`src/rtl/btn_conditioner_if.sv`:
```
// Signal bundle between the pushbutton conditioner and its surroundings:
// raw buttons and game_over in, command pulses and debug state out.
interface btn_conditioner_if;
    logic       btn_l_raw;
    logic       btn_r_raw;
    logic       btn_drop_raw;
    logic       game_over;
    logic       btn_l;
    logic       btn_r;
    logic       btn_drop;
    logic [2:0] held;
    logic [1:0] rpt_state;

    modport master (
        input  btn_l_raw, btn_r_raw, btn_drop_raw, game_over,
        output btn_l, btn_r, btn_drop, held, rpt_state
    );

    modport slave (
        output btn_l_raw, btn_r_raw, btn_drop_raw, game_over,
        input  btn_l, btn_r, btn_drop, held, rpt_state
    );
endinterface

```
`src/rtl/btn_conditioner.sv`:
```
// Synchronizes and debounces three pushbuttons; L/R become pulses with auto-repeat,
// drop becomes a single pulse. Outputs are masked while game_over is high.
module btn_conditioner #(
    parameter int unsigned DEBOUNCE_CYCLES = 1000000,
    parameter int unsigned REPEAT_DELAY    = 30000000,
    parameter int unsigned REPEAT_PERIOD   = 10000000,
    parameter int unsigned CNT_W           = 25
) (
    input logic               clk,
    input logic               rst,
    btn_conditioner_if.master bus
);

    localparam logic [CNT_W-1:0] DbLast     = CNT_W'(DEBOUNCE_CYCLES - 1);
    localparam logic [CNT_W-1:0] DelayLast  = CNT_W'(REPEAT_DELAY - 1);
    localparam logic [CNT_W-1:0] PeriodLast = CNT_W'(REPEAT_PERIOD - 1);

    typedef enum logic [1:0] {
        StIdle   = 2'd0,
        StHold   = 2'd1,
        StRepeat = 2'd2,
        StLock   = 2'd3
    } rpt_state_e;

    // Bit order everywhere: [0]=l, [1]=r, [2]=drop.
    logic [2:0]       raw;
    logic [2:0]       sync1_q;
    logic [2:0]       sync2_q;
    logic [2:0]       db_q;
    logic [2:0]       db_d;
    logic [2:0]       accept;
    logic [2:0]       rise;
    logic [CNT_W-1:0] cnt_q [3];

    rpt_state_e       state_q;
    logic             dir_r_q;
    logic [CNT_W-1:0] tmr_q;
    logic [CNT_W-1:0] tmr_last;
    logic             btn_l_q;
    logic             btn_r_q;
    logic             btn_drop_q;
    logic             lr_ok;
    logic             dir_fall;
    logic             opp_rise;

    assign raw = {bus.btn_drop_raw, bus.btn_r_raw, bus.btn_l_raw};

    always_comb begin
        for (int i = 0; i < 3; i++) begin
            accept[i] = (sync2_q[i] != db_q[i]) && (cnt_q[i] == DbLast);
            rise[i]   = accept[i] & sync2_q[i];
        end
        db_d = db_q ^ accept;
    end

    always_ff @(posedge clk) begin
        if (rst) begin
            sync1_q <= '0;
            sync2_q <= '0;
            db_q    <= '0;
            for (int i = 0; i < 3; i++) begin
                cnt_q[i] <= '0;
            end
        end else begin
            sync1_q <= raw;
            sync2_q <= sync1_q;
            db_q    <= db_d;
            for (int i = 0; i < 3; i++) begin
                if (sync2_q[i] == db_q[i] || accept[i]) begin
                    cnt_q[i] <= '0;
                end else begin
                    cnt_q[i] <= cnt_q[i] + CNT_W'(1);
                end
            end
        end
    end

    // A drop pulse on the same edge wins; the L/R pulse is dropped but the FSM still advances.
    assign lr_ok    = ~rise[2] & ~bus.game_over;
    assign dir_fall = dir_r_q ? (accept[1] & ~sync2_q[1]) : (accept[0] & ~sync2_q[0]);
    assign opp_rise = dir_r_q ? rise[0] : rise[1];
    assign tmr_last = (state_q == StHold) ? DelayLast : PeriodLast;

    always_ff @(posedge clk) begin
        if (rst) begin
            state_q    <= StIdle;
            dir_r_q    <= 1'b0;
            tmr_q      <= '0;
            btn_l_q    <= 1'b0;
            btn_r_q    <= 1'b0;
            btn_drop_q <= 1'b0;
        end else begin
            btn_l_q    <= 1'b0;
            btn_r_q    <= 1'b0;
            btn_drop_q <= rise[2] & ~bus.game_over;
            case (state_q)
                StIdle: begin
                    tmr_q <= '0;
                    if (rise[0] && !db_d[1]) begin
                        state_q <= StHold;
                        dir_r_q <= 1'b0;
                        btn_l_q <= lr_ok;
                    end else if (rise[1] && !db_d[0]) begin
                        state_q <= StHold;
                        dir_r_q <= 1'b1;
                        btn_r_q <= lr_ok;
                    end else if (rise[0] || rise[1]) begin
                        state_q <= StLock;
                    end
                end
                StHold, StRepeat: begin
                    if (dir_fall) begin
                        state_q <= StIdle;
                        tmr_q   <= '0;
                    end else if (opp_rise) begin
                        state_q <= StLock;
                        tmr_q   <= '0;
                    end else if (tmr_q == tmr_last) begin
                        state_q <= StRepeat;
                        tmr_q   <= '0;
                        btn_l_q <= lr_ok & ~dir_r_q;
                        btn_r_q <= lr_ok & dir_r_q;
                    end else begin
                        tmr_q <= tmr_q + CNT_W'(1);
                    end
                end
                StLock: begin
                    tmr_q <= '0;
                    if (!db_d[0] && !db_d[1]) begin
                        state_q <= StIdle;
                    end
                end
                default: state_q <= StIdle;
            endcase
        end
    end

    assign bus.btn_l     = btn_l_q;
    assign bus.btn_r     = btn_r_q;
    assign bus.btn_drop  = btn_drop_q;
    assign bus.held      = db_q;
    assign bus.rpt_state = state_q;

endmodule

```
`src/flat_wrapper.sv`:
```
// flat-port wrapper written by rule: the top's interface ports become plain ports
module btn_conditioner_flat 
#(
    parameter int unsigned DEBOUNCE_CYCLES = 1000000,
    parameter int unsigned REPEAT_DELAY    = 30000000,
    parameter int unsigned REPEAT_PERIOD   = 10000000,
    parameter int unsigned CNT_W           = 25
)
  (clk, rst, bus_btn_l_raw, bus_btn_r_raw, bus_btn_drop_raw, bus_game_over, bus_btn_l, bus_btn_r, bus_btn_drop, bus_held, bus_rpt_state);
  btn_conditioner_if bus_i ();
  input logic clk;
  input logic rst;
  input wire logic [$bits(bus_i.btn_l_raw)-1:0] bus_btn_l_raw;
  input wire logic [$bits(bus_i.btn_r_raw)-1:0] bus_btn_r_raw;
  input wire logic [$bits(bus_i.btn_drop_raw)-1:0] bus_btn_drop_raw;
  input wire logic [$bits(bus_i.game_over)-1:0] bus_game_over;
  output wire logic [$bits(bus_i.btn_l)-1:0] bus_btn_l;
  output wire logic [$bits(bus_i.btn_r)-1:0] bus_btn_r;
  output wire logic [$bits(bus_i.btn_drop)-1:0] bus_btn_drop;
  output wire logic [$bits(bus_i.held)-1:0] bus_held;
  output wire logic [$bits(bus_i.rpt_state)-1:0] bus_rpt_state;
  assign bus_i.btn_l_raw = bus_btn_l_raw;
  assign bus_i.btn_r_raw = bus_btn_r_raw;
  assign bus_i.btn_drop_raw = bus_btn_drop_raw;
  assign bus_i.game_over = bus_game_over;
  assign bus_btn_l = bus_i.btn_l;
  assign bus_btn_r = bus_i.btn_r;
  assign bus_btn_drop = bus_i.btn_drop;
  assign bus_held = bus_i.held;
  assign bus_rpt_state = bus_i.rpt_state;
  btn_conditioner #(.DEBOUNCE_CYCLES(DEBOUNCE_CYCLES), .REPEAT_DELAY(REPEAT_DELAY), .REPEAT_PERIOD(REPEAT_PERIOD), .CNT_W(CNT_W)) u_core (.clk(clk), .rst(rst), .bus(bus_i));
endmodule
```
`config.mk`:
```
export PLATFORM = sky130hd
export DESIGN_NAME = btn_conditioner_flat
export DESIGN_NICKNAME = d
export VERILOG_FILES = /design/src/rtl/btn_conditioner_if.sv /design/src/rtl/btn_conditioner.sv /design/src/flat_wrapper.sv
export SDC_FILE = /design/constraint.sdc
export NUM_CORES = 1
export LEC_CHECK = 0
export ABC_AREA = 0
export CAP_MARGIN = 20
export CORE_MARGIN = 2
export CORE_UTILIZATION = 37
export CTS_CLUSTER_SIZE = 30
export DETAILED_ROUTE_END_ITERATION = 10
export PLACE_DENSITY_LB_ADDON = 0.08
export SLEW_MARGIN = 20
export SYNTH_ARGS = -nofsm -noshare
export SYNTH_HDL_FRONTEND = slang
export SYNTH_SLANG_ARGS = --single-unit
```
`constraint.sdc`:
```
create_clock -name clk -period 5 [get_ports clk]
set_input_delay 0.5 -clock clk [delete_from_list [all_inputs] [get_ports clk]]
set_output_delay 0.5 -clock clk [all_outputs]
set_load 0.01 [all_outputs]
```
==> impl_metrics.json, run 1 <==
{
  "maxCapViolations": 0,
  "post_cts_resized": 0,
  "placed_area_um2": 6509,
  "detailed_place_hpwl_um": 7830,
  "cts_tree": "yes",
  "hold_buffers": 0,
  "num_antenna_cells": 0,
  "rows": 46,
  "status": "complete, no violations",
  "peakVddDrop_mv": 0.2288,
  "synthDistinctLibCells": 51,
  "finalMaxSlewViolations": 0,
  "clk-insertion-delay-late_ns": 0.42,
  "fin_skew_ns": 0.01173,
  "finalNonFillerCells": 907,
  "ys_seq_area_share_pct": 51.97,
  "cts.sinks": 115,
  "drc": 0,
  "worstPathCellList": "nor4b_1, nand4_1, nor4_1, nor3_1, nand3_1, nor2_1",
  "pre_cts_ws_ns": 2.127,
  "fin_util_pct": 45.33,
  "synth_flop_cell": "edfxtp_1",
  "fin_tns_setup_ns": 0,
  "max_stage_delay_ns": 0.74,
  "viasPerCell": 4.659,
  "ant_nets": 0,
  "cp_data_required_time_ns": 5.26,
  "crit_type": "reg2reg",
  "start_kind": "flip-flop",
  "groute.usage.overall_pct": 14.31,
  "rsz0062_at_grt": "false",
  "yosysWarnings": 0,
  "gp_congestion": 0.7966,
  "crit_path_end_kind": "flip-flop",
  "avgSynthCellArea_um2": 10.08,
  "syn_area_um2": 5874,
  "first_pass_iters": 6,
  "htreeDepth": 4,
  "routed_wl_um": 11040,
  "relSlewSlack_pct": 36.39,
  "leakagePower_nw": 2.448,
  "numCtsBuffers": 17,
  "synth_cells": 583,
  "hold_path_depth": 1,
  "grt_first_pass_wirelength_um": 18820,
  "dieHeight_um": 130,
  "antenna_found_initial": 0,
  "area_growth_pct": 21.26,
  "start_util_pct": 37.39,
  "post-route-period-util_pct": 57.15,
  "crit_fanout": 25,
  "clkTransAtPathRegs_ns": 0.06,
  "setup_viol_count_final": 0,
  "post-cts-setup-buffer-count": 0,
  "overflow": 0,
  "power_density_nw_per_um2": 355.2,
  "clockRootBuffer": "clkbuf_16",
  "multi_input_area_um2": 3003,
  "core-area_um2": 15710,
  "portBuffers": 13,
  "die_w_um": 130,
  "fin_ws_ns": 2.143,
  "synth_area_leaders": "edfxtp_1 (38%), dfxtp_1 (14%), xor2_1 (8.3%)",
  "final.min_clock_period_ns": 2.857,
  "grt_pass1_vias": 3982,
  "worstPathArrival_ns": 3.12,
  "synth-seq-cells": 115,
  "post-place-cells": 875,
  "worst_pin_slew_ns": 0.9515,
  "hold_viol": 0,
  "fin_area_um2": 7123,
  "drive_gt1_share_pct": 6.512,
  "ios": 14,
  "fmax_ghz": 0.3500,
  "rr_worst_depth": 6,
  "holdCritPathClass": "reg2reg",
  "die-area_um2": 16900,
  "ys_async_sr_fraction_pct": 0,
  "final_net_count": 692,
  "seq_area_um2": 3053,
  "cts_max_path_buffers": 2,
  "vias": 4226,
  "grt_max_degree": 26,
  "wl_per_cell_um": 12.17,
  "drt_iter0_markers": 188,
  "synth_top_cell_area_share_pct": 38.34,
  "yosysTopAreaCell": "edfxtp_1",
  "crit_path_top_delay_cell": "nand3_1",
  "synth_edf_count": 75,
  "fillers": 1521
}
flip-flops by register name, summed over array words and instances (netlist names), named ones only:
name                  cells
u_core.sync2_q            3
u_core.bus.held           2
u_core.bus.btn_r          1
u_core.tmr_q             25
u_core.cnt_q             75
u_core.bus.rpt_state      2
u_core.sync1_q            3
u_core.dir_r_q            1
u_core.bus.btn_l          1
u_core.bus.btn_drop       1
final timing paths:
kind / startpoint / end / slack [ns]
worst max-delay path: u_core.cnt_q[0][20]$_SDFFCE_PN0P_ / u_core.tmr_q[6]$_SDFF_PP0_ / 2.14
worst min-delay path: u_core.sync1_q[2]$_SDFF_PP0_ / u_core.sync2_q[2]$_SDFF_PP0_ / 0.43
worst max register to register: u_core.cnt_q[0][20]$_SDFFCE_PN0P_ / u_core.tmr_q[6]$_SDFF_PP0_ / 2.14
worst min register to register: u_core.sync1_q[2]$_SDFF_PP0_ / u_core.sync2_q[2]$_SDFF_PP0_ / 0.43
placed cells by master (no fill, tap or decap), drive strengths merged, types with 2 or more instances in the layout:
master         synthesis  final
clkinvlp               0      4
or3                    5      5
o21ai                  2      2
and2                   7      7
nand3                 39     39
nand2b                 5      5
nand4                 26     26
clkdlybuf4s50          0     13
clkinv                 0      6
mux2                   2      2
nor2                 128    128
xor2                  56     56
clkbuf                 8     22
xnor2                 37     37
inv                   14     14
nand4bb                2      2
dfxtp                 40     40
nor3                  16     16
ha                     8      8
nor4                  13     13
nor4b                  5      5
a211oi                 2      2
edfxtp                75     75
nor2b                 10     10
mux2i                  3      3
nand2                 36     36
a21oi                  5      5
and4                   4      4
conb                   1     75
and3                  17     17
per-layer routing:
metal / GRT usage (%) / part of all wire, % / vias to the layer above
met5: 0 / 0 / -
met1: 19.08 / 51 / 1992
li1: - / - / 2169
met2: 21.77 / 45 / 45
met3: 4.018 / 2.6 / 20
met4: 6.325 / 1.8 / 0
cells in the mapped netlist (3+ instances only):
master      n
or3_1       4
dfxtp_1    40
xor2_1     56
nor4b_1     4
nand4_1    25
clkbuf_1    8
xnor2_1    37
nor3_1     15
nand3_1    37
mux2i_1     3
a21oi_1     5
nand2_1    36
nand2b_1    5
inv_1      14
and2_1      7
edfxtp_1   75
and4_1      4
nor4_1     11
nor2b_1    10
ha_1        8
nor2_1    128
and3_1     17
logic make-up after synthesis:
family	share of synthesized area, %
xor gates and xnor gates	13.87
AOI/OAI and AO/OA	2.407
DFF	51.97
adders and majority gates	1.704
and+or+nand+nor	27.39
muxes	0.9584
other	0.06384
buffers and inverters	1.640
area by class of cell:
type                       instances  share of cell area [%]
sequential                       115                   42.86
multi-input combinational        517                   42.16
clock buffer                      22                   7.729
tap                              216                   3.794
timing repair buffer              13                   1.827
clock inverter                    10                  0.8958
inverter                          14                  0.7377
where the power goes:
part | internal, mW | total [mW] | switching (mW) | leakage (nW)
Sequential | 1.05 | 1.09 | 0.0393 | 1.10
Clock | 0.777 | 1.22 | 0.441 | 0.295
Combinational | 0.0830 | 0.220 | 0.137 | 1.06
stage by stage:
stage / hold WS [ns] / total power, mW
2_1_floorplan: 0.4138 / 1.268
3_3_place_gp: 0.4193 / 1.327
3_5_place_dp: 0.4226 / 1.329
4_1_cts: 0.4390 / 2.557
5_1_grt: 0.4618 / 2.644
6_report: 0.4349 / 2.530
critical path: cells and delay by family, from the launching register on:
family	cells	cell delay, ns
DFF	1	0.45
and+or+nand+nor	6	2.24
No activity file was read; power rests on OpenSTA's default activity.
==> run 2, diff against run 1 <==
- clock period: 5 -> 2.8 ns (I/O delays scaled with it)
==> impl_metrics.json, run 2 (synthesis gave the netlist of run 1 again) <==
{
  "post-route-period-util_pct": 86.52,
  "crit_fanout": 5,
  "setup_viol_count_final": 0,
  "gp_congestion": 0.8176,
  "power_density_nw_per_um2": 632.8,
  "antenna_found_initial": 0,
  "worst_pin_slew_ns": 0.5614,
  "num_antenna_cells": 0,
  "drc": 0,
  "seq_area_um2": 3053,
  "max_stage_delay_ns": 0.46,
  "core-area_um2": 15710,
  "worstPathCellList": "nor4b_1, nand4_1, nor3_2, mux2_2, o21ai_4, nand3_2, a221oi_2",
  "post-cts-setup-buffer-count": 0,
  "cts_tree": "yes",
  "drive_gt1_share_pct": 7.296,
  "vias": 4221,
  "die-area_um2": 16900,
  "layout_common_cells": "nor2_1 (128), edfxtp_1 (75), conb_1 (75)",
  "overflow": 0,
  "finalMaxSlewViolations": 0,
  "ios": 14,
  "final.min_clock_period_ns": 2.423,
  "start_util_pct": 37.39,
  "status": "complete, no violations",
  "numCtsBuffers": 17,
  "htreeDepth": 4,
  "rows": 46,
  "hold_end": "u_core.sync2_q[2]$_SDFF_PP0_",
  "worstPathArrival_ns": 2.75,
  "min_from": "u_core.sync1_q[2]$_SDFF_PP0_",
  "fmax_ghz": 0.4128,
  "hold_path_depth": 1,
  "maxCapViolations": 0,
  "leakagePower_nw": 2.496,
  "dieHeight_um": 130,
  "multi_input_area_um2": 3003,
  "crit_type": "reg2reg",
  "crit_path_top_delay_cell": "edfxtp_1",
  "area_growth_pct": 22.32,
  "clockRootBuffer": "clkbuf_16",
  "fin_skew_ns": 0.008750,
  "drt_iter0_markers": 255,
  "top_regs": "u_core.cnt_q (75), u_core.tmr_q (25)",
  "routed_wl_um": 11100,
  "clk-insertion-delay-late_ns": 0.42,
  "r2r_end": "u_core.bus.rpt_state[0]$_SDFFE_PP0P_",
  "peakVddDrop_mv": 0.4147,
  "clkTransAtPathRegs_ns": 0.06,
  "hold_viol": 0,
  "wl_per_cell_um": 12.13,
  "groute.usage.overall_pct": 14.70,
  "start_kind": "flip-flop",
  "rr_worst_depth": 7,
  "detailed_place_hpwl_um": 7869,
  "largest_register": "u_core.cnt_q",
  "holdCritPathClass": "reg2reg",
  "grt_pass1_vias": 4143,
  "crit_path_end_kind": "flip-flop",
  "die_w_um": 130,
  "portBuffers": 13,
  "post_cts_resized": 0,
  "grt_max_degree": 26,
  "first_pass_iters": 4,
  "fin_area_um2": 7186,
  "rsz0062_at_grt": "false",
  "final_net_count": 700,
  "fin_tns_setup_ns": 0,
  "viasPerCell": 4.613,
  "largest_reg_flops": 75,
  "relSlewSlack_pct": 62.23,
  "final_common_cell": "nor2_1",
  "cts.sinks": 115,
  "regToRegSetupSlack_ns": 0.38,
  "fillers": 1535,
  "cts_max_path_buffers": 2,
  "r2r_start": "u_core.cnt_q[0][20]$_SDFFCE_PN0P_",
  "cp_data_required_time_ns": 3.13,
  "ant_nets": 0,
  "grt_first_pass_wirelength_um": 19400,
  "placed_area_um2": 6569,
  "hold_buffers": 0
}
-- run 2: metal layers --
layer | vias up | track usage, % | part of all wire [%]
met1 | 1980 | 19.48 | 51
met2 | 37 | 22.51 | 44
li1 | 2186 | - | -
met4 | 0 | 7.337 | 2.1
met3 | 18 | 3.608 | 2.5
met5 | - | 0 | 0
-- run 2: worst max-delay path by stage --
stage	slack (ns)	startpoint	depth (start not counted)	to
2_1_floorplan	0.58	u_core.bus.rpt_state[1]$_SDFFE_PP0P_	9	u_core.tmr_q[16]$_SDFF_PP0_
4_1_cts	0.37	u_core.cnt_q[0][20]$_SDFFCE_PN0P_	7	u_core.bus.rpt_state[0]$_SDFFE_PP0P_
6_report	0.38	u_core.cnt_q[0][20]$_SDFFCE_PN0P_	7	u_core.bus.rpt_state[0]$_SDFFE_PP0P_
5_1_grt	0.18	u_core.cnt_q[1][2]$_SDFFCE_PN0P_	7	u_core.cnt_q[1][19]$_SDFFCE_PN0P_
3_5_place_dp	0.39	u_core.cnt_q[0][20]$_SDFFCE_PN0P_	7	u_core.bus.rpt_state[0]$_SDFFE_PP0P_
3_3_place_gp	0.41	u_core.cnt_q[0][20]$_SDFFCE_PN0P_	7	u_core.bus.rpt_state[0]$_SDFFE_PP0P_
-- run 2: area by class of cell --
class / count / share of cell area [%]
clock inverters: 5 / 0.4005
inverters: 14 / 0.7313
repair buffers: 21 / 2.647
well taps: 216 / 3.761
multi-input cells: 517 / 41.79
clock buffers: 27 / 8.184
flip-flops and latches: 115 / 42.49
-- run 2: worst max-delay path: cells and delay by family (launching register included) --
kind	cells	cell delay (ns)
compound gates	2	0.38
mux	1	0.40
flops	1	0.46
simple gates	4	1.08
-- run 2: power breakdown --
group          leakage (nW)  switching, mW  internal [mW]
Sequential             1.10         0.0697           1.88
Combinational          1.09          0.245          0.160
Clock                 0.306          0.759           1.43
Total                  2.50           1.07           3.47
-- run 2: stage by stage --
stage | worst slack [ns] | std cells | utilization (%) | hold WS, ns | power, mW
2_1_floorplan | 0.5837 | 657 | - | 0.3563 | 2.264
4_1_cts | 0.3694 | 915 | 45.73 | 0.4289 | 4.609
3_5_place_dp | 0.3884 | 883 | 41.81 | 0.4262 | 2.391
3_3_place_gp | 0.4147 | 883 | 41.81 | 0.4188 | 2.382
5_1_grt | 0.1811 | 915 | 45.73 | 0.4494 | 4.738
6_report | 0.3774 | 915 | 45.73 | 0.4326 | 4.547
==> run 3, diff against run 2 <==
- ABC_AREA: 0 -> default
- SLEW_MARGIN: 20 -> 0
==> results of run 3 <==
No change in the layout: final DEF, timing and power equal those of run 2.
